### config.mk
export PLATFORM = sky130hd
export DESIGN_NAME = fgpr_read_arbiter_flat
export DESIGN_NICKNAME = d
export VERILOG_FILES = /design/src/rtl/fgpr_read_arbiter_pkg.sv /design/src/rtl/fgpr_read_arbiter_if.sv /design/src/rtl/fgpr_read_arbiter_rr_pick.sv /design/src/rtl/fgpr_read_arbiter.sv /design/src/flat_wrapper.sv
export SDC_FILE = /design/constraint.sdc
export NUM_CORES = 1
export LEC_CHECK = 0
export CORE_AREA = 2 2 167 169
export DETAILED_ROUTE_END_ITERATION = 7
export DIE_AREA = 0 0 169 171
export PLACE_DENSITY = 0.72
export SLEW_MARGIN = 20
export SYNTH_ARGS = -nofsm -noshare
export SYNTH_HDL_FRONTEND = slang
export SYNTH_SLANG_ARGS = --single-unit
### constraint.sdc
create_clock -name clk_i -period 5.93 [get_ports clk_i]
set_input_delay 1.186 -clock clk_i [delete_from_list [all_inputs] [get_ports clk_i]]
set_output_delay 1.186 -clock clk_i [all_outputs]
set_load 0.1 [all_outputs]
### src/rtl/fgpr_read_arbiter_pkg.sv
// prv664_fgpr_pkg: FP register index types shared by the read arbiter files.
`ifndef XLEN
`define XLEN 64
`endif
package prv664_fgpr_pkg;

    localparam int FGPR_IDX_W = 5;

    typedef logic [FGPR_IDX_W-1:0] fgpr_idx_t;

    typedef struct packed {
        logic      valid;
        fgpr_idx_t index;
    } fgpr_rd_req_t;

    function automatic int clog2_1(input int n);
        return (n > 1) ? $clog2(n) : 1;
    endfunction

endpackage

### src/rtl/fgpr_read_arbiter_if.sv
// fgpr_read_arbiter_if: channel request/response, rf read-port and writeback signals.
interface fgpr_read_arbiter_if
    import prv664_fgpr_pkg::*;
#(
    parameter int NCH   = 3,
    parameter int NPORT = 2,
    parameter int DW    = `XLEN
);
    logic [NCH-1:0]            req_valid_i;
    fgpr_idx_t [NCH-1:0]       req_index_i;
    logic [NCH-1:0]            req_ready_o;
    logic [NCH-1:0]            rsp_valid_o;
    logic [NCH-1:0][DW-1:0]    rsp_data_o;
    logic [NPORT-1:0]          rf_valid_o;
    fgpr_idx_t [NPORT-1:0]     rf_index_o;
    logic [NPORT-1:0][DW-1:0]  rf_data_i;
    logic                      wb_valid_i;
    fgpr_idx_t                 wb_index_i;
    logic [DW-1:0]             wb_data_i;

    modport slave (
        input  req_valid_i, req_index_i, rf_data_i, wb_valid_i, wb_index_i, wb_data_i,
        output req_ready_o, rsp_valid_o, rsp_data_o, rf_valid_o, rf_index_o
    );

    modport master (
        output req_valid_i, req_index_i, rf_data_i, wb_valid_i, wb_index_i, wb_data_i,
        input  req_ready_o, rsp_valid_o, rsp_data_o, rf_valid_o, rf_index_o
    );
endinterface

### src/rtl/fgpr_read_arbiter_rr_pick.sv
// rr_pick: first set bit of req_i scanning upward from ptr_i with wraparound.
module rr_pick
    import prv664_fgpr_pkg::*;
#(
    parameter int W  = 3,
    parameter int PW = clog2_1(W)
) (
    input  logic [W-1:0]  req_i,
    input  logic [PW-1:0] ptr_i,
    output logic          vld_o,
    output logic [PW-1:0] idx_o
);
    // Scanning from the far end lets the nearest request overwrite the result.
    always_comb begin
        vld_o = 1'b0;
        idx_o = '0;
        for (int k = W - 1; k >= 0; k--) begin
            int c;
            c = int'(ptr_i) + k;
            if (c >= W) c = c - W;
            if (req_i[c]) begin
                vld_o = 1'b1;
                idx_o = PW'(c);
            end
        end
    end
endmodule

### src/rtl/fgpr_read_arbiter.sv
// fgpr_read_arbiter: round-robin, index-merging arbiter of NCH FP read channels onto NPORT rf ports.
// Define FGPR_RD_BYPASS_EN to forward a same-cycle writeback into the captured response.
module fgpr_read_arbiter
    import prv664_fgpr_pkg::*;
#(
    parameter int NCH   = 3,
    parameter int NPORT = 2,
    parameter int DW    = `XLEN
) (
    input logic                clk_i,
    input logic                srst_i,
    fgpr_read_arbiter_if.slave bus
);
    localparam int PW = clog2_1(NCH);
    localparam int QW = clog2_1(NPORT);

    fgpr_rd_req_t [NCH-1:0]    req;
    logic [NCH-1:0]            valid_v;
    logic [NPORT-1:0][NCH-1:0] hit;
    logic [NPORT-1:0]          pick_vld;
    logic [NPORT-1:0][PW-1:0]  pick_ch;
    fgpr_idx_t [NPORT-1:0]     pick_idx;
    logic [NPORT-1:0][DW-1:0]  port_data;
    logic [NCH-1:0]            rem_last;
    logic [NCH-1:0]            gnt;
    logic [NCH-1:0][QW-1:0]    port_of;
    logic [PW-1:0]             last_ch;
    logic [PW-1:0]             rr_ptr_d, rr_ptr_q;
    logic [NCH-1:0]            rsp_valid_d, rsp_valid_q;
    logic [NCH-1:0][DW-1:0]    rsp_data_d, rsp_data_q;

    always_comb begin
        req     = '0;
        valid_v = '0;
        for (int c = 0; c < NCH; c++) begin
            req[c]     = '{valid: bus.req_valid_i[c], index: bus.req_index_i[c]};
            valid_v[c] = req[c].valid;
        end
    end

    // Each port takes the next unserved channel in rr order, then absorbs every channel reading the same index.
    for (genvar p = 0; p < NPORT; p++) begin : g_port
        logic [NCH-1:0] rem_in, rem_out, hit_v;
        if (p == 0) begin : g_first
            assign rem_in = valid_v;
        end else begin : g_next
            assign rem_in = g_port[p-1].rem_out;
        end
        rr_pick #(.W(NCH), .PW(PW)) u_pick (
            .req_i (rem_in),
            .ptr_i (rr_ptr_q),
            .vld_o (pick_vld[p]),
            .idx_o (pick_ch[p])
        );
        assign pick_idx[p] = req[pick_ch[p]].index;
        always_comb begin
            hit_v = '0;
            for (int c = 0; c < NCH; c++)
                hit_v[c] = rem_in[c] & pick_vld[p] & (req[c].index == pick_idx[p]);
        end
        assign rem_out = rem_in & ~hit_v;
        assign hit[p]  = hit_v;
`ifdef FGPR_RD_BYPASS_EN
        assign port_data[p] = (bus.wb_valid_i && bus.wb_index_i == pick_idx[p]) ? bus.wb_data_i
                                                                                  : bus.rf_data_i[p];
`else
        assign port_data[p] = bus.rf_data_i[p];
`endif
    end

`ifndef FGPR_RD_BYPASS_EN
    logic unused_wb;
    assign unused_wb = ^{bus.wb_valid_i, bus.wb_index_i, bus.wb_data_i};
`endif

    assign rem_last = g_port[NPORT-1].rem_out;

    always_comb begin
        gnt     = valid_v & ~rem_last;
        port_of = '0;
        for (int p = 0; p < NPORT; p++)
            for (int c = 0; c < NCH; c++)
                if (hit[p][c]) port_of[c] = QW'(p);
        last_ch = '0;
        for (int k = 0; k < NCH; k++) begin
            int c;
            c = int'(rr_ptr_q) + k;
            if (c >= NCH) c = c - NCH;
            if (gnt[c]) last_ch = PW'(c);
        end
        rr_ptr_d    = srst_i ? '0 :
                      |(valid_v & ~gnt) ? ((last_ch == PW'(NCH - 1)) ? '0 : last_ch + 1'b1) :
                      rr_ptr_q;
        rsp_valid_d = srst_i ? '0 : gnt;
        rsp_data_d  = '0;
        for (int c = 0; c < NCH; c++)
            rsp_data_d[c] = srst_i ? '0 : gnt[c] ? port_data[port_of[c]] : rsp_data_q[c];
    end

    always_ff @(posedge clk_i) begin
        rr_ptr_q    <= rr_ptr_d;
        rsp_valid_q <= rsp_valid_d;
        rsp_data_q  <= rsp_data_d;
    end

    always_comb begin
        bus.rf_valid_o = '0;
        bus.rf_index_o = '0;
        for (int p = 0; p < NPORT; p++) begin
            bus.rf_valid_o[p] = pick_vld[p] & ~srst_i;
            bus.rf_index_o[p] = bus.rf_valid_o[p] ? pick_idx[p] : '0;
        end
    end

    // A response registered just before reset is dropped in the reset cycle itself.
    assign bus.req_ready_o = srst_i ? '0 : gnt;
    assign bus.rsp_valid_o = rsp_valid_q & ~{NCH{srst_i}};
    assign bus.rsp_data_o  = rsp_data_q;
endmodule
### src/flat_wrapper.sv
// flat-port wrapper written by rule: the top's interface ports become plain ports
module fgpr_read_arbiter_flat import prv664_fgpr_pkg::*;
#(
    parameter int NCH   = 3,
    parameter int NPORT = 2,
    parameter int DW    = `XLEN
)
  (clk_i, srst_i, bus_req_valid_i, bus_req_index_i, bus_rf_data_i, bus_wb_valid_i, bus_wb_index_i, bus_wb_data_i, bus_req_ready_o, bus_rsp_valid_o, bus_rsp_data_o, bus_rf_valid_o, bus_rf_index_o);
  fgpr_read_arbiter_if #(.NCH(NCH), .NPORT(NPORT), .DW(DW)) bus_i ();
  input logic clk_i;
  input logic srst_i;
  input wire logic [$bits(bus_i.req_valid_i)-1:0] bus_req_valid_i;
  input wire logic [$bits(bus_i.req_index_i)-1:0] bus_req_index_i;
  input wire logic [$bits(bus_i.rf_data_i)-1:0] bus_rf_data_i;
  input wire logic [$bits(bus_i.wb_valid_i)-1:0] bus_wb_valid_i;
  input wire logic [$bits(bus_i.wb_index_i)-1:0] bus_wb_index_i;
  input wire logic [$bits(bus_i.wb_data_i)-1:0] bus_wb_data_i;
  output wire logic [$bits(bus_i.req_ready_o)-1:0] bus_req_ready_o;
  output wire logic [$bits(bus_i.rsp_valid_o)-1:0] bus_rsp_valid_o;
  output wire logic [$bits(bus_i.rsp_data_o)-1:0] bus_rsp_data_o;
  output wire logic [$bits(bus_i.rf_valid_o)-1:0] bus_rf_valid_o;
  output wire logic [$bits(bus_i.rf_index_o)-1:0] bus_rf_index_o;
  assign bus_i.req_valid_i = bus_req_valid_i;
  assign bus_i.req_index_i = bus_req_index_i;
  assign bus_i.rf_data_i = bus_rf_data_i;
  assign bus_i.wb_valid_i = bus_wb_valid_i;
  assign bus_i.wb_index_i = bus_wb_index_i;
  assign bus_i.wb_data_i = bus_wb_data_i;
  assign bus_req_ready_o = bus_i.req_ready_o;
  assign bus_rsp_valid_o = bus_i.rsp_valid_o;
  assign bus_rsp_data_o = bus_i.rsp_data_o;
  assign bus_rf_valid_o = bus_i.rf_valid_o;
  assign bus_rf_index_o = bus_i.rf_index_o;
  fgpr_read_arbiter #(.NCH(NCH), .NPORT(NPORT), .DW(DW)) u_core (.clk_i(clk_i), .srst_i(srst_i), .bus(bus_i));
endmodule
# ---- Word-level counts from Yosys, hierarchy flattened
# Index checks and enable logic that the tools add are counted.
dict set report totals {
  in_bits 218
  elab_cells 117
  reg_bits 197
  output_inout_bits 210
}
dict set report classes {
  n_reduce_logical 1
  n_eq_ne 7
  n_bitwise 25
  n_mux 62
  n_lt_le_gt_ge 11
  add_sub_neg 6
}
# operator n
set ops {}
lappend ops {{$mux W64} 6}
lappend ops {{$lt A32 B4 Y1 const B} 3}
lappend ops {{$mux W32} 3}
lappend ops {{$ge A32 B3 Y1 const B} 2}
lappend ops {{$sub A32 B3 Y32 const B} 2}
lappend ops {{$eq A5 B5 Y1} 6}
lappend ops {{$mux W1} 27}
lappend ops {{$bmux W6 S2} 2}
lappend ops {{$mux W2} 10}
lappend ops {{$mux W5} 4}
lappend ops {{$bmux W1 S2} 9}
lappend ops {{$and A3 B3 Y3} 5}
lappend ops {{$not A3 Y3} 5}
lappend ops {{$and A1 B1 Y1} 14}
lappend ops {{$lt A1 B2 Y1 const B} 3}
lappend ops {{$lt A2 B3 Y1 const B} 2}
lappend ops {{$add A2 B1 Y3 const B} 1}
lappend ops {{$add A2 B2 Y3 const B} 1}
lappend ops {{$mux W3} 1}
lappend ops {{$reduce_or A3 Y1} 1}
lappend ops {{$sub A2 B2 Y3 const B} 1}
lappend ops {{$add A2 B1 Y2 const B} 1}
lappend ops {{$eq A2 B2 Y1 const B} 1}
lappend ops {{$ge A2 B2 Y1 const B} 1}
lappend ops {{$not A1 Y1} 1}

# ---- Logic depth before layout (Yosys ltp)
dict set report logic_depth {
  depth_word 37
  depth_mapped 20
  ltp_nobuf 15
}

# ---- By module
# Synthesis repeated with hierarchy kept, for this count alone.
dict set report hier_totals {
  cells_unflattened 1165
  area_unflattened_um2 10213.5
}
# module seq_area_each_um2 area_each_um2 cells_per_inst instances
set modules_own_cells {}
lappend modules_own_cells {fgpr_read_arbiter 3943.8 9830.7 1111 1}
lappend modules_own_cells {rr_pick 0.0 191.4 27 2}

# ---- Worst setup path before layout
# OpenSTA, ideal clock, no wires.
dict set report synth_path {
  path_kind {input port to output port}
  start {in bus_req_valid_i[1]}
  end {out bus_rf_index_o[8]}
  path_buffers 1
  path_stages 11
  required_time_ns 4.744
  arrival_time_ns 5.795
  path_slack_ns -1.051
  path_cell_list {buf_2 a21boi_2 nand4b_1 a221oi_1 o32ai_1 o31a_1 o31ai_1 a21oi_1 nor2_1 a21oi_1 a221oi_1}
}
dict set report synth_between {
  elab_chain_cells 21
  word_cells_on_any_way 47
  classes_between {eq/ne (3); mux (35); bitwise (9)}
}
# element line
set synth_lines {}
lappend synth_lines {{start: declaration} flat_wrapper.sv:12} ;# input wire logic [$bits(bus_i.req_valid_i)-1:0] bus_req_valid_i;
lappend synth_lines {{$bmux W1 S2} fgpr_read_arbiter_rr_pick.sv:21} ;# if (req_i[c]) begin
lappend synth_lines {{$mux W1 (implied by the code) (2 in a row)} fgpr_read_arbiter_rr_pick.sv:21}
lappend synth_lines {{$mux W2 (3 in a row)} fgpr_read_arbiter_rr_pick.sv:21}
lappend synth_lines {{$bmux W6 S2} fgpr_read_arbiter.sv:55} ;# assign pick_idx[p] = req[pick_ch[p]].index;
lappend synth_lines {{$mux W5 (implied by the code)} fgpr_read_arbiter.sv:55}
lappend synth_lines {{$eq A5 B5 Y1} fgpr_read_arbiter.sv:59} ;# hit_v[c] = rem_in[c] & pick_vld[p] & (req[c].index == pick_idx[p]);
lappend synth_lines {{$and A1 B1 Y1} fgpr_read_arbiter.sv:59}
lappend synth_lines {{$not A3 Y3} fgpr_read_arbiter.sv:61} ;# assign rem_out = rem_in & ~hit_v;
lappend synth_lines {{$and A3 B3 Y3 *} fgpr_read_arbiter.sv:61}
lappend synth_lines {{$bmux W1 S2} fgpr_read_arbiter_rr_pick.sv:21}
lappend synth_lines {{$mux W1 (implied by the code) (2 in a row)} fgpr_read_arbiter_rr_pick.sv:21}
lappend synth_lines {{$mux W2 (3 in a row)} fgpr_read_arbiter_rr_pick.sv:21}
lappend synth_lines {{$bmux W6 S2} fgpr_read_arbiter.sv:55}
lappend synth_lines {{$mux W5 (implied by the code)} fgpr_read_arbiter.sv:55}
lappend synth_lines {{$mux W5 *} fgpr_read_arbiter.sv:111} ;# bus.rf_index_o[p] = bus.rf_valid_o[p] ? pick_idx[p] : '0;
lappend synth_lines {{end: declaration} flat_wrapper.sv:22} ;# output wire logic [$bits(bus_i.rf_index_o)-1:0] bus_rf_index_o;
# Every way passes the cells marked *; elsewhere a longest branch is shown, timed or not. The select of a mux whose other input is x is not followed.

# ---- Worst setup path after layout
dict set report layout_path {
  start {in bus_req_valid_i[0]}
  end {out bus_req_ready_o[2]}
}
dict set report layout_between {
  elab_chain_cells 27
  word_cells_on_any_way 53
  classes_between {eq/ne (4); mux (35); bitwise (14)}
}
# element line
set layout_lines {}
lappend layout_lines {{$bmux W1 S2} fgpr_read_arbiter_rr_pick.sv:21}
lappend layout_lines {{$mux W1 (implied by the code) (2 in a row)} fgpr_read_arbiter_rr_pick.sv:21}
lappend layout_lines {{$mux W2 (3 in a row)} fgpr_read_arbiter_rr_pick.sv:21}
lappend layout_lines {{$bmux W6 S2} fgpr_read_arbiter.sv:55}
lappend layout_lines {{$mux W5 (implied by the code)} fgpr_read_arbiter.sv:55}
lappend layout_lines {{$eq A5 B5 Y1} fgpr_read_arbiter.sv:59}
lappend layout_lines {{$and A1 B1 Y1} fgpr_read_arbiter.sv:59}
lappend layout_lines {{$not A3 Y3} fgpr_read_arbiter.sv:61}
lappend layout_lines {{[8 not listed]} --}
lappend layout_lines {{$mux W5 (implied by the code)} fgpr_read_arbiter.sv:55}
lappend layout_lines {{$eq A5 B5 Y1} fgpr_read_arbiter.sv:59}
lappend layout_lines {{$and A1 B1 Y1} fgpr_read_arbiter.sv:59}
lappend layout_lines {{$not A3 Y3} fgpr_read_arbiter.sv:61}
lappend layout_lines {{$and A3 B3 Y3 *} fgpr_read_arbiter.sv:61}
lappend layout_lines {{$not A3 Y3 *} fgpr_read_arbiter.sv:79} ;# gnt = valid_v & ~rem_last;
lappend layout_lines {{$and A3 B3 Y3 *} fgpr_read_arbiter.sv:79}
lappend layout_lines {{$mux W3 *} --}
lappend layout_lines {{end: declaration} flat_wrapper.sv:18} ;# output wire logic [$bits(bus_i.req_ready_o)-1:0] bus_req_ready_o;
# Marked as above.

==> metrics.md <==
| Metric | Value |
|---|---|
| Most used standard cells in the synthesized netlist | sky130_fd_sc_hd__nor2_1 (222), sky130_fd_sc_hd__dfxtp_1 (197), sky130_fd_sc_hd__nand2_1 (156), sky130_fd_sc_hd__mux2i_1 (131), sky130_fd_sc_hd__a211oi_1 (75) |
| Vias per std cell | 5.40 |
| Transition time at the pin with the least slew margin | 1170 ps |
| Class of the tightest hold or removal check | reg2reg |
| Overall track demand over capacity in global routing | 25.8% |
| Most used standard cell by instance count after synthesis | sky130_fd_sc_hd__nor2_1 |
| Data arrival time of the critical path | 4620 ps |
| Average wire length per cell after detail routing | 19.4 µm |
| Worst Setup SP | bus_req_valid_i[0] |
| Maximum capacitance violations | 0 |
| Worst Hold Launch | u_core.bus.rsp_data_o[86]$_SDFFE_PP0P_ |
| CP Class | in2out |
| Die span in y | 171 µm |
| Proportion of netlist area held by the largest area contributor | 37.5% |
| Total nets after synthesis | 1447 |
| Stage delay of the slowest cell on the critical path | 530 ps |
| Time the worst path needs with I/O delays and setup | 5810 ps |
| Final Net Count | 1854 |
| Element type at the critical path start | primary input |
| Routability cong. | 0.945 |
| Placed cell areas | 15300 µm² |
| Cell taking the most area after synthesis | sky130_fd_sc_hd__dfxtp_1 |
| Hold_ws | 497 ps |
| Final setup skew | 21.3 ps |
| Count of pins on the block boundary | 428 |
| Count of buffers from port buffering | 357 |
| Number of warnings printed during yosys synthesis | 0 |
| Kind of end point of the critical path | primary output |
| CP Depth | 16 |
| Congestion Overflow GR | 0 |
| Buffers plus inverters on the worst setup path | 4 |
| Initial antenna violation count | 0 |
| DRC viols | 0 |
| Post-synthesis register bit count | 197 |
| Number of vias in the routed layout | 10800 |
| Most frequent CP cell | sky130_fd_sc_hd__buf_4 |
| Fill count | 2428 |
| Worst max-slew margin expressed relative to the limit | 21.5% |
| End point of the critical path | bus_req_ready_o[2] |
| Number of rows created at floorplan | 61 |
| Global-route wire length before repair | 59000 µm |
| Diodes inserted | 0 |
| Worst R2R Path Depth | 21 |
| Total wirelength of the detailed-routed design | 38600 µm |
| Post-route setup TNS | 0 ps |
| Maximum number of pins on one net before global-route repair | 80 |
| Ratio of cells with drive above 1 in the final layout | 19.9% |
| Series of cell instances along the critical path | clkbuf_4, a21bo_2, a21oi_2, a211oi_2, buf_4, buf_4, o31ai_2, a41oi_2, o31a_1, o211ai_1, mux2_4, nor3_2, a31oi_2, o41a_1, nor2_4, buf_12 |
| Initial cell density of the core | 38.5% |
| Leading post-synthesis cells by cell area | sky130_fd_sc_hd__dfxtp_1 (38%), sky130_fd_sc_hd__mux2i_1 (12%), sky130_fd_sc_hd__nor2_1 (7.9%), sky130_fd_sc_hd__a211oi_2 (6.8%), sky130_fd_sc_hd__nand2_1 (5.6%) |
| Remaining antenna violation count after routing | 0 |
| Clock sinks | 197 |
| Status | complete, no violations |
| Horizontal extent of the die | 169 µm |
| Number of synthesized flops with an enable pin | 0 |
| Slowest cell on crit path | sky130_fd_sc_hd__o41a_1 |
| Fraction of the cycle the final worst path needs | 97.9% |
| Total clock buffers created by CTS | 17 |
| Clock latency of the later-clocked register in the worst-skew pair | 440 ps |
| CTS Buffer Depth | 2 |
| Number of distinct library cells after synthesis | 76 |
| Mean instance size in the synthesized netlist | 8.57 µm² |
| Layout overhead on the synthesized area | 54.3% |
| Number of iterations in the first detailed-routing pass | 5 |
| Die area | 28900 µm² |
| Detailed Route Iter0 Violations | 740 |
| Post-DP HPWL | 27400 µm |
| Maximum fanout along the worst path | 8 |
| Gate family responsible for the most delay along the worst path | compound AO/OA/AOI/OAI gates |
| Data required time at the worst endpoint | 4740 ps |
| Synthesized netlist cell count | 1226 |
| Netlist area before placement | 10500 µm² |
| Count of pins over their slew limit | 0 |
| Main synth FF type | sky130_fd_sc_hd__dfxtp_1 |
| Fraction of the yosys area taken by sequential cells | 37.5% |
| Combined area of the multi-input logic cells | 6280 µm² |
| End of the worst register-to-register path | u_core.rr_ptr_q[0]$_SDFFE_PP0P_ |
| Register-to-Register Setup Slack | 990 ps |
| Clock root cell | sky130_fd_sc_hd__clkbuf_16 |
| Clock transition at path regs | 70 ps |
| Core ar. | 27300 µm² |
| Maximum level of the CTS H-tree | 4 |
| Number of setup violations in the final report | 0 |
| Start of the worst register-to-register path | u_core.rr_ptr_q[0]$_SDFFE_PP0P_ |
| TritonCTS clock tree | yes |
| Via count of the first global-routing pass | 10500 |
| Register Area | 3940 µm² |
| Non-Filler Cell Area, Final | 16200 µm² |
| Number of endpoints with negative hold slack in the final report | 0 |
| Maximum achievable frequency | 172 MHz |
| Share of flip-flops with an asynchronous set or reset after synthesis | 0% |
-- through the flow --
stage / worst slack [ps] / utilization, % / instances
after floorplan: -103 / - / 1226
after global placement: -474 / 55.9 / 1950
after detailed placement: -548 / 55.9 / 1950
after CTS: 12.5 / 58.4 / 1982
after global routing: -11.6 / 59.4 / 1991
final: 123 / 59.4 / 1991
-- routing by layer --
layer	track usage, %	vias to the layer above	routed length, µm
met5	0	-	0
met2	42.3	381	18200
met4	11.5	0	1450
met3	6.38	85	2590
met1	32.3	5034	16300
li1	-	5255	-
-- tightest hold or removal path, stage by stage (launching register included) --
cell                       delay (ps)
sky130_fd_sc_hd__dfxtp_1          310
sky130_fd_sc_hd__nor2_1            90
sky130_fd_sc_hd__a311oi_1          50
-- cell usage in the layout, fill, tap and decap left out, drive strengths merged, types with 24 or more instances in the layout --
| cell type | netlist | routed |
|---|---|---|
| clkdlybuf4s50 | 0 | 325 |
| nor2 | 224 | 224 |
| dfxtp | 197 | 197 |
| buf | 58 | 162 |
| nand2 | 158 | 158 |
| mux2i | 132 | 132 |
| a211oi | 132 | 132 |
| a311oi | 66 | 66 |
| a21oi | 26 | 26 |
| inv | 19 | 24 |
-- worst min-delay path by stage --
stage,endpoint,depth (start not counted)
floorplan,u_core.rr_ptr_q[0]$_SDFFE_PP0P_,2
global placement,u_core.bus.rsp_data_o[66]$_SDFFE_PP0P_,2
detailed placement,u_core.bus.rsp_data_o[33]$_SDFFE_PP0P_,2
CTS,u_core.bus.rsp_data_o[5]$_SDFFE_PP0P_,2
global route,u_core.bus.rsp_data_o[15]$_SDFFE_PP0P_,2
finish,u_core.bus.rsp_data_o[86]$_SDFFE_PP0P_,2
-- cell families after synthesis --
family	Yosys count	synth area share, %
mux	134	12.8
xor+xnor	6	0.500
compound gates	308	25.3
buf+inv	133	5.84
fa+ha+maj	3	0.357
simple gates	445	17.7
flops	197	37.5
-- repair_timing --
| item | 4_1_cts | 5_1_grt |
|---|---|---|
| setup buffers | 1 | 9 |
| hold buffers | 0 | 0 |
| pin swaps | 3 | 20 |
| resized for setup | 21 | 67 |
| setup endpoints to repair | 9 | 9 |
-- state kept, by name (all words and copies together) (netlist names) --
name and flops:
u_core.bus.rsp_data_o 192, u_core.rsp_valid_q 3, u_core.rr_ptr_q 2
-- layout make-up --
type	instances	area share [%]
Tap cell	346	2.67
Clock inverter	13	0.964
Timing Repair Buffer	502	30.2
Sequential cell	197	24.3
Inverter	19	0.463
Clock buffer	18	2.71
Multi-Input combinational cell	896	38.7
Power is left out: the tool's default activity adds up to more than one toggle a clock period on the data nets, which glitch-free logic cannot reach.
